<file path="src/rtl/prio_enc_seq.sv">
// Sequential priority encoder: latches an N-bit request vector and emits the
// index of every set bit, one per output beat, in MSB-first or LSB-first order.
module prio_enc_seq #(
   parameter int unsigned N         = 16,
   parameter bit          MSB_FIRST = 1'b1
) (
   input  logic                 clk,
   input  logic                 rst_n,
   input  logic                 ei,
   input  logic                 in_valid,
   output logic                 in_ready,
   input  logic [N-1:0]         in_vec,
   output logic                 out_valid,
   input  logic                 out_ready,
   output logic [$clog2(N)-1:0] out_idx,
   output logic                 out_last,
   output logic                 gs,
   output logic                 eo,
   output logic                 busy
);

   localparam int unsigned W = $clog2(N);

   typedef enum logic {
      IDLE = 1'b0,
      BUSY = 1'b1
   } state_e;

   state_e         state_q, state_d;
   logic [N-1:0]   pending_q, pending_d;
   logic           eo_q, eo_d;

   logic [W-1:0]   pick_idx;
   logic           pick_last;
   logic [N-1:0]   clr_mask;
   logic           accept;
   logic           beat;

   // Highest- or lowest-priority set bit; later loop iterations win.
   always_comb begin
      pick_idx = '0;
      if (MSB_FIRST) begin
         for (int unsigned i = 0; i < N; i++) begin
            if (pending_q[i]) pick_idx = W'(i);
         end
      end else begin
         for (int unsigned i = N; i > 0; i--) begin
            if (pending_q[i-1]) pick_idx = W'(i - 1);
         end
      end
   end

   // Exactly one bit left means this beat drains the vector.
   assign pick_last = (pending_q != '0) && ((pending_q & (pending_q - N'(1))) == '0);
   assign clr_mask  = N'(1) << pick_idx;
   assign accept    = in_valid && in_ready;
   assign beat      = (state_q == BUSY) && out_ready;

   always_ff @(posedge clk or negedge rst_n) begin
      if (!rst_n) begin
         state_q   <= IDLE;
         pending_q <= '0;
         eo_q      <= 1'b0;
      end else begin
         state_q   <= state_d;
         pending_q <= pending_d;
         eo_q      <= eo_d;
      end
   end

   always_comb begin
      state_d   = state_q;
      pending_d = pending_q;
      eo_d      = 1'b0;
      unique case (state_q)
         IDLE: begin
            if (accept) begin
               pending_d = in_vec;
               if (in_vec != '0) state_d = BUSY;
               else              eo_d    = 1'b1;
            end
         end
         BUSY: begin
            if (beat) begin
               pending_d = pending_q & ~clr_mask;
               if (pick_last) state_d = IDLE;
            end
         end
         default: state_d = IDLE;
      endcase
   end

   // rst_n gates in_ready so nothing looks acceptable while reset is held.
   always_comb begin
      in_ready  = 1'b0;
      out_valid = 1'b0;
      out_idx   = '0;
      out_last  = 1'b0;
      gs        = 1'b0;
      busy      = 1'b0;
      eo        = eo_q;
      unique case (state_q)
         IDLE: in_ready = ei && rst_n;
         BUSY: begin
            out_valid = 1'b1;
            out_idx   = pick_idx;
            out_last  = pick_last;
            gs        = 1'b1;
            busy      = 1'b1;
         end
         default: ;
      endcase
   end

endmodule
</file>
<file path="config.mk">
export PLATFORM = sky130hd
export DESIGN_NAME = prio_enc_seq
export DESIGN_NICKNAME = d
export VERILOG_FILES = /design/src/rtl/prio_enc_seq.sv
export SDC_FILE = /design/constraint.sdc
export NUM_CORES = 1
export LEC_CHECK = 0
export ABC_AREA = 1
export CORE_AREA = 4 4 62 64
export CTS_BUF_LIST = sky130_fd_sc_hd__clkbuf_2
export CTS_CLUSTER_SIZE = 28
export DETAILED_ROUTE_END_ITERATION = 8
export DIE_AREA = 0 0 66 68
export PLACE_DENSITY = 0.72
export SLEW_MARGIN = 20
export SYNTH_ARGS = -nofsm -noshare
export SYNTH_HDL_FRONTEND = slang
export SYNTH_SLANG_ARGS = --single-unit
</file>
<file path="constraint.sdc">
create_clock -name clk -period 2.3 [get_ports clk]
set_clock_uncertainty 0.2 [all_clocks]
set_input_delay 0.23 -clock clk [delete_from_list [all_inputs] [get_ports clk]]
set_output_delay 0.23 -clock clk [all_outputs]
set_load 0.01 [all_outputs]
</file>
==> reports/metrics.yaml, run 1 <==
outcome:
  status: "finished with violations"
  violations: "setup timing"
synth:
  synth_common_cells: "nand2_1 (32), a21oi_1 (23)"
  yosysTopAreaCell: "dfrtp_1"
  syn_nets: 225
  ys_types: 28
  seq_area_frac_synth_pct: 31.6
  synth_most_common_cell: "nand2_1"
  yosys_warnings: 0
  syn_inst: 204
  synth_edf_count: 0
  synth_area_leaders: "dfrtp_1 (32%), nand2_1 (8.4%), a21oi_1 (8.1%)"
  ys_ff_latch: 18
  synth_area_sq_mm: 0.00143
  syn_area_per_cell_sq_um: 6.99
  synth_top_area_share_pct: 31.6
  synthFlopType: "dfrtp_1"
  async_flop_share_pct: 100
grt:
  grt_overflow_total: 0
  antenna_found_initial: 0
  grt_max_degree: 23
  grt_pass1_wl_mm: 7.46
  grt_use_total_pct: 21.6
  grt_pass1_vias: 1646
layout:
  layout.cells.non_filler: 324
  antenna_cells: 0
  nFillCells: 266
  drive_gt1_share_pct: 36.7
  final_cell_area_sq_mm: 0.00219
  area_delta_synth_final_pct: 53.9
  fin_nets: 300
power_and_ir_drop:
  ir_worst_vdd_mv: 0.685
  p_leak_nw: 0.997
  p_per_area_mw_per_mm2: 1170
  total_power_w: 0.00258
sta:
  setup_violations: 6
  fin_crit_sh_pct: 111
  rsz0062_at_grt: "yes"
  hold_violations: 0
  worstMarginPinSlew_ps: 485
  slew_violations: 0
  finalSetupTns_ps: -423
  layout_min_cycle_time_ps: 2540
  worst_hold_slack_ps: 167
  setup_slack_ps: -244
  fmax_mhz: 393
  relSlewSlack_pct: 67.4
placement:
  portBuffers: 30
  place_area_sq_mm: 0.00203
  placed_cells: 311
  dp_hpwl_mm: 3.40
  routabilityCongestion: 0.879
cts:
  clk_latency_ps: 310
  clk_pin_slew_ps: 200
  hold_buffers: 0
  tritoncts.num_buffers: 3
  root_buffer: "clkbuf_2"
  clk_path_buf_depth: 2
  cts_tree: "built"
  htree_num_levels: 1
  clock_sinks: 18
setup_path:
  cp_max_fo: 4
  cp_data_required_time_ps: 1870
  arrival_ps: 2110
  cp-start-kind: "flop"
  crit_path_end_kind: "primary output"
  crit_type: "reg2out"
floorplanning:
  ios: 31
  fp.dieArea_sq_mm: 0.00449
  die_x_um: 66
  dieHeight_um: 68
  core_area_sq_mm: 0.00328
  rows: 21
  start_util_pct: 43.4
routing:
  wl_per_cell_um: 14.5
  antenna_left: 0
  first_pass_iters: 7
  drt_iter0_markers: 120
  num_vias: 1754
  drc_errors: 0
  drt_wl_total_mm: 4.69
  viasPerCell: 5.41
min_path:
  holdCritPathClass: "in2async"
job:
  cap_violations: 0
-- critical path: stages, from the launching register on --
cell and delay (ps):
dfrtp_1 430, inv_2 60, nand2_2 50, inv_2 80, nand3_4 100, nor2_4 140, nand3_2 110, nor3_2 200
a31oi_1 100, nor2_1 110, nand4_1 140, nor2_1 130, buf_2 140
-- sequential cells by signal, indices dropped and copies added, names as in the netlist --
register	flops
state_q	1
pending_q	16
eo	1
-- per-stage QoR --
| step | utilization [%] | setup slack (ps) |
|---|---|---|
| 3_5_place_dp | 61.8 | -163 |
| 2_1_floorplan | - | 443 |
| 6_report | 66.8 | -244 |
| 3_3_place_gp | 61.8 | -172 |
| 4_1_cts | 63.7 | -239 |
| 5_1_grt | 66.8 | -449 |
-- metal layers --
layer	track usage (%)	wire length (um)	vias up	share of wire, %
met1	30.0	2040	808	43
met2	34.4	2160	89	46
li1	-	-	847	-
met4	8.63	148	0	3.2
met5	0	0	-	0
met3	2.46	350	10	7.5
-- area by class of cell --
class	instances	area, sq um	area share, %
clock buffer	3	15.0	0.685
clock inverter	1	3.75	0.171
inverter	28	106	4.85
multi-input combinational	151	917	41.8
sequential	18	450	20.5
tap	46	57.6	2.62
timing repair buffer	77	643	29.3
-- layout by cell type, fill, tap and decap left out, types with 3 or more instances in the layout --
cell / count
nand3_1: 13
nand2_2: 5
nand2_1: 31
dfrtp_1: 18
clkdlybuf4s50_1: 25
inv_2: 11
nor2_4: 6
inv_1: 15
a22oi_1: 6
nor2_2: 4
nand3_2: 7
buf_4: 44
clkbuf_2: 5
a21oi_1: 22
o21ai_1: 3
a21oi_2: 5
nand4_1: 8
o21ai_0: 6
buf_6: 3
nor4_1: 4
nand2_4: 3
nor2_1: 15
-- repair_timing --
item,CTS,global route
pin swaps,9,19
setup endpoints to repair,5,9
endpoints found under the hold margin,0,0
resized for setup,16,24
buffers inserted,4,5
-- path summary, 6_finish.rpt --
path | startpoint | to | slack [ps] | cells after the start
max | pending_q[1] | out_last | -240 | 12
min | rst_n | pending_q[6] | 170 | 2
max reg2reg | pending_q[5] | pending_q[10] | -20 | 19
min reg2reg | pending_q[0] | pending_q[0] | 400 | 2
max in group asynchronous | rst_n | state_q | 1510 | 2
min in group clk | in_vec[15] | pending_q[15] | 300 | 3
-- logic make-up after synthesis --
| group | Yosys count | share of synthesized area [%] |
|---|---|---|
| AOI/OAI and AO/OA | 48 | 20.0 |
| adders and majority gates | 1 | 0.702 |
| buffers and inverters | 35 | 10.1 |
| DFF | 18 | 31.6 |
| and+or+nand+nor | 102 | 37.6 |
-- power by group --
part           switching [W]  internal (W)
clock               0.000110     0.0000378
sequential          0.000107      0.000441
combinational        0.00101      0.000875
Power figures use the tool's default switching activity.
==> inputs of run 2 (changes only) <==
--- a/config.mk
+++ b/config.mk
@@ -11,6 +11,7 @@
 export CTS_CLUSTER_SIZE = 28
 export DETAILED_ROUTE_END_ITERATION = 8
 export DIE_AREA = 0 0 66 68
+export MAX_ROUTING_LAYER = met4
 export PLACE_DENSITY = 0.72
 export SLEW_MARGIN = 20
 export SYNTH_ARGS = -nofsm -noshare
==> reports/metrics.yaml, run 2 (synthesized netlist as in run 1, its figures left out) <==
placement:
  place_ws_ps: -153  # was -163 ps
  routabilityCongestion: 0.904  # was 0.879
  portBuffers: 30  # unchanged
  dp_hpwl_mm: 3.49  # was 3.40 mm
  place_area_sq_mm: 0.00204  # was 0.00203 sq mm
layout:
  largest_register: "pending_q"  # unchanged
  area_delta_synth_final_pct: 52.3  # was 53.9%
  final_common_cell: "buf_4"  # unchanged
  drive_gt1_share_pct: 36.1  # was 36.7%
  fin_nets: 300  # unchanged
  final_cell_area_sq_mm: 0.00217  # was 0.00219 sq mm
  layout_common_cells: "buf_4 (42), nand2_1 (29), clkdlybuf4s50_1 (25)"  # was buf_4 (44), nand2_1 (31), clkdlybuf4s50_1 (25)
  antenna_cells: 0  # unchanged
  largest_register_ffs: 16  # unchanged
sta:
  fmax_mhz: 402  # was 393 MHz
  hold_violations: 0  # unchanged
  fin_crit_sh_pct: 108  # was 111%
  relSlewSlack_pct: 65.4  # was 67.4%
  worstMarginPinSlew_ps: 514  # was 485 ps
  setup_violations: 2  # was 6
  layout_min_cycle_time_ps: 2490  # was 2540 ps
  setup_slack_ps: -186  # was -244 ps
  rsz0062_at_grt: "yes"  # unchanged
  slew_violations: 0  # unchanged
grt:
  grt_max_degree: 23  # unchanged
  grt_pass1_vias: 1623  # was 1,646
  grt_pass1_wl_mm: 7.51  # was 7.46 mm
  antenna_found_initial: 0  # unchanged
  grt_use_total_pct: 22.6  # was 21.6%
  grt_overflow_total: 0  # unchanged
setup_path:
  cp_max_fo: 2  # was 4
  arrival_ps: 2060  # was 2110 ps
  reg2reg_depth: 18  # was 19
  worstSetupStartpoint: "pending_q[4]"  # was pending_q[1]
  crit_type: "reg2out"  # unchanged
  crit_family: "simple AND/OR/NAND/NOR gates"  # unchanged
  cp_data_required_time_ps: 1870  # about the same
  path_buf_inv: 3  # unchanged
  cp_slowest_cell: "dfrtp_1"  # unchanged
  r2r-start: "pending_q[4]"  # was pending_q[5]
  crit_path_end_kind: "primary output"  # unchanged
  cp.depth: 10  # was 12
  max_stage_delay_ps: 460  # was 430 ps
  cp-start-kind: "flop"  # unchanged
  cp_cell_sequence: "buf_6 > inv_2 > nand4_1 > nor2_1 > maj3_1 > nand3_1 > a21oi_1 > nand4_1 > nor2_1 > buf_2"  # was inv_2 > nand2_2 > inv_2 > nand3_4 > nor2_4 > nand3_2 > nor3_2 > a31oi_1 > nor2_1 > nand4_1 > nor2_1 > buf_2
cts:
  root_buffer: "clkbuf_2"  # unchanged
  cts_tree: "built"  # unchanged
  htree_num_levels: 1  # unchanged
  clk_latency_ps: 300  # was 310 ps
  tritoncts.num_buffers: 3  # unchanged
  clk_path_buf_depth: 2  # unchanged
  clock_sinks: 18  # unchanged
  clk_pin_slew_ps: 170  # was 200 ps
floorplanning:
  rows: 21  # unchanged
  core_area_sq_mm: 0.00328  # unchanged
  die_x_um: 66  # unchanged
  start_util_pct: 43.4  # unchanged
  fp.dieArea_sq_mm: 0.00449  # unchanged
  ios: 31  # unchanged
  dieHeight_um: 68  # unchanged
outcome:
  status: "finished with violations"  # unchanged
  violations: "setup timing"  # unchanged
min_path:
  holdCritPathClass: "in2async"  # unchanged
routing:
  antenna_left: 0  # unchanged
  num_vias: 1695  # was 1,754
  drt_iter0_markers: 101  # was 120
  first_pass_iters: 4  # was 7
  wl_per_cell_um: 14.6  # was 14.5 um
  drc_errors: 0  # unchanged
  viasPerCell: 5.25  # was 5.41
  drt_wl_total_mm: 4.70  # was 4.69 mm
power_and_ir_drop:
  p_leak_nw: 1.01  # was 0.997 nW
  p_per_area_mw_per_mm2: 1140  # was 1170 mW/mm^2
  ir_worst_vdd_mv: 0.665  # was 0.685 mV
job:
  cap_violations: 0  # unchanged
run 2: cell count changes in the layout (fill, tap and decap cells not counted), sizes merged:
| cell | previous run | this run |
|---|---|---|
| clkinv | 3 | 2 |
| dlygate4sd2 | 1 | 0 |
| dlymetal6s2s | 0 | 1 |
run 2: path summary, 6_finish.rpt:
| check | end | slack (ps) |
|---|---|---|
| setup reg to reg | pending_q[2] | 120 |
| min in group clk | pending_q[13] | 330 |
| max in group asynchronous | pending_q[10] | 1520 |
| setup / recovery | out_last | -190 |
| hold reg to reg | state_q | 440 |
| hold / removal | pending_q[6] | 170 |
run 2: timing repair:
| action | in CTS | in global routing |
|---|---|---|
| gates cloned | 0 | 0 |
| setup buffers | 1 | 7 |
| hold buffers | 0 | 0 |
| endpoints found under the setup margin | 5 | 9 |
| gates resized for setup | 13 | 26 |
| pin swaps | 2 | 8 |
run 2: stage by stage:
stage	utilization [%]	std cells	power, W	setup TNS (ps)	hold slack (ps)
finish	66.1	323	0.00248	-241	170
CTS	63.2	317	0.00229	-320	184
detailed placement	62.2	313	0.00215	-218	351
global placement	62.2	313	0.00212	-184	347
floorplan	-	204	0.00139	0	-266
global route	66.1	323	0.00269	-553	184
run 2: final cells by class:
type / count / area, sq um
Tap cell: 46 / 57.6
Inverter: 28 / 106
Timing Repair Buffer: 77 / 654
Clock buffer: 3 / 15.0
Sequential cell: 18 / 450
Multi-Input combinational cell: 151 / 887
Fill cell: 296 / 1110
run 2: layer usage:
| layer | global-route usage [%] | part of all wire, % | routed length [um] | vias up |
|---|---|---|---|---|
| li1 | - | - | - | 845 |
| met1 | 29.6 | 44 | 2070 | 785 |
| met2 | 37.2 | 49 | 2320 | 58 |
| met3 | 1.97 | 4.9 | 229 | 7 |
| met4 | 7.36 | 1.7 | 82 | 0 |
| met5 | - | 0 | 0 | - |
run 2: power by group:
part	total [W]	internal, W	switching (W)
logic	0.00180	0.000832	0.000963
clock network	0.000134	0.0000356	0.0000980
registers	0.000554	0.000442	0.000113
total	0.00248	0.00131	0.00117
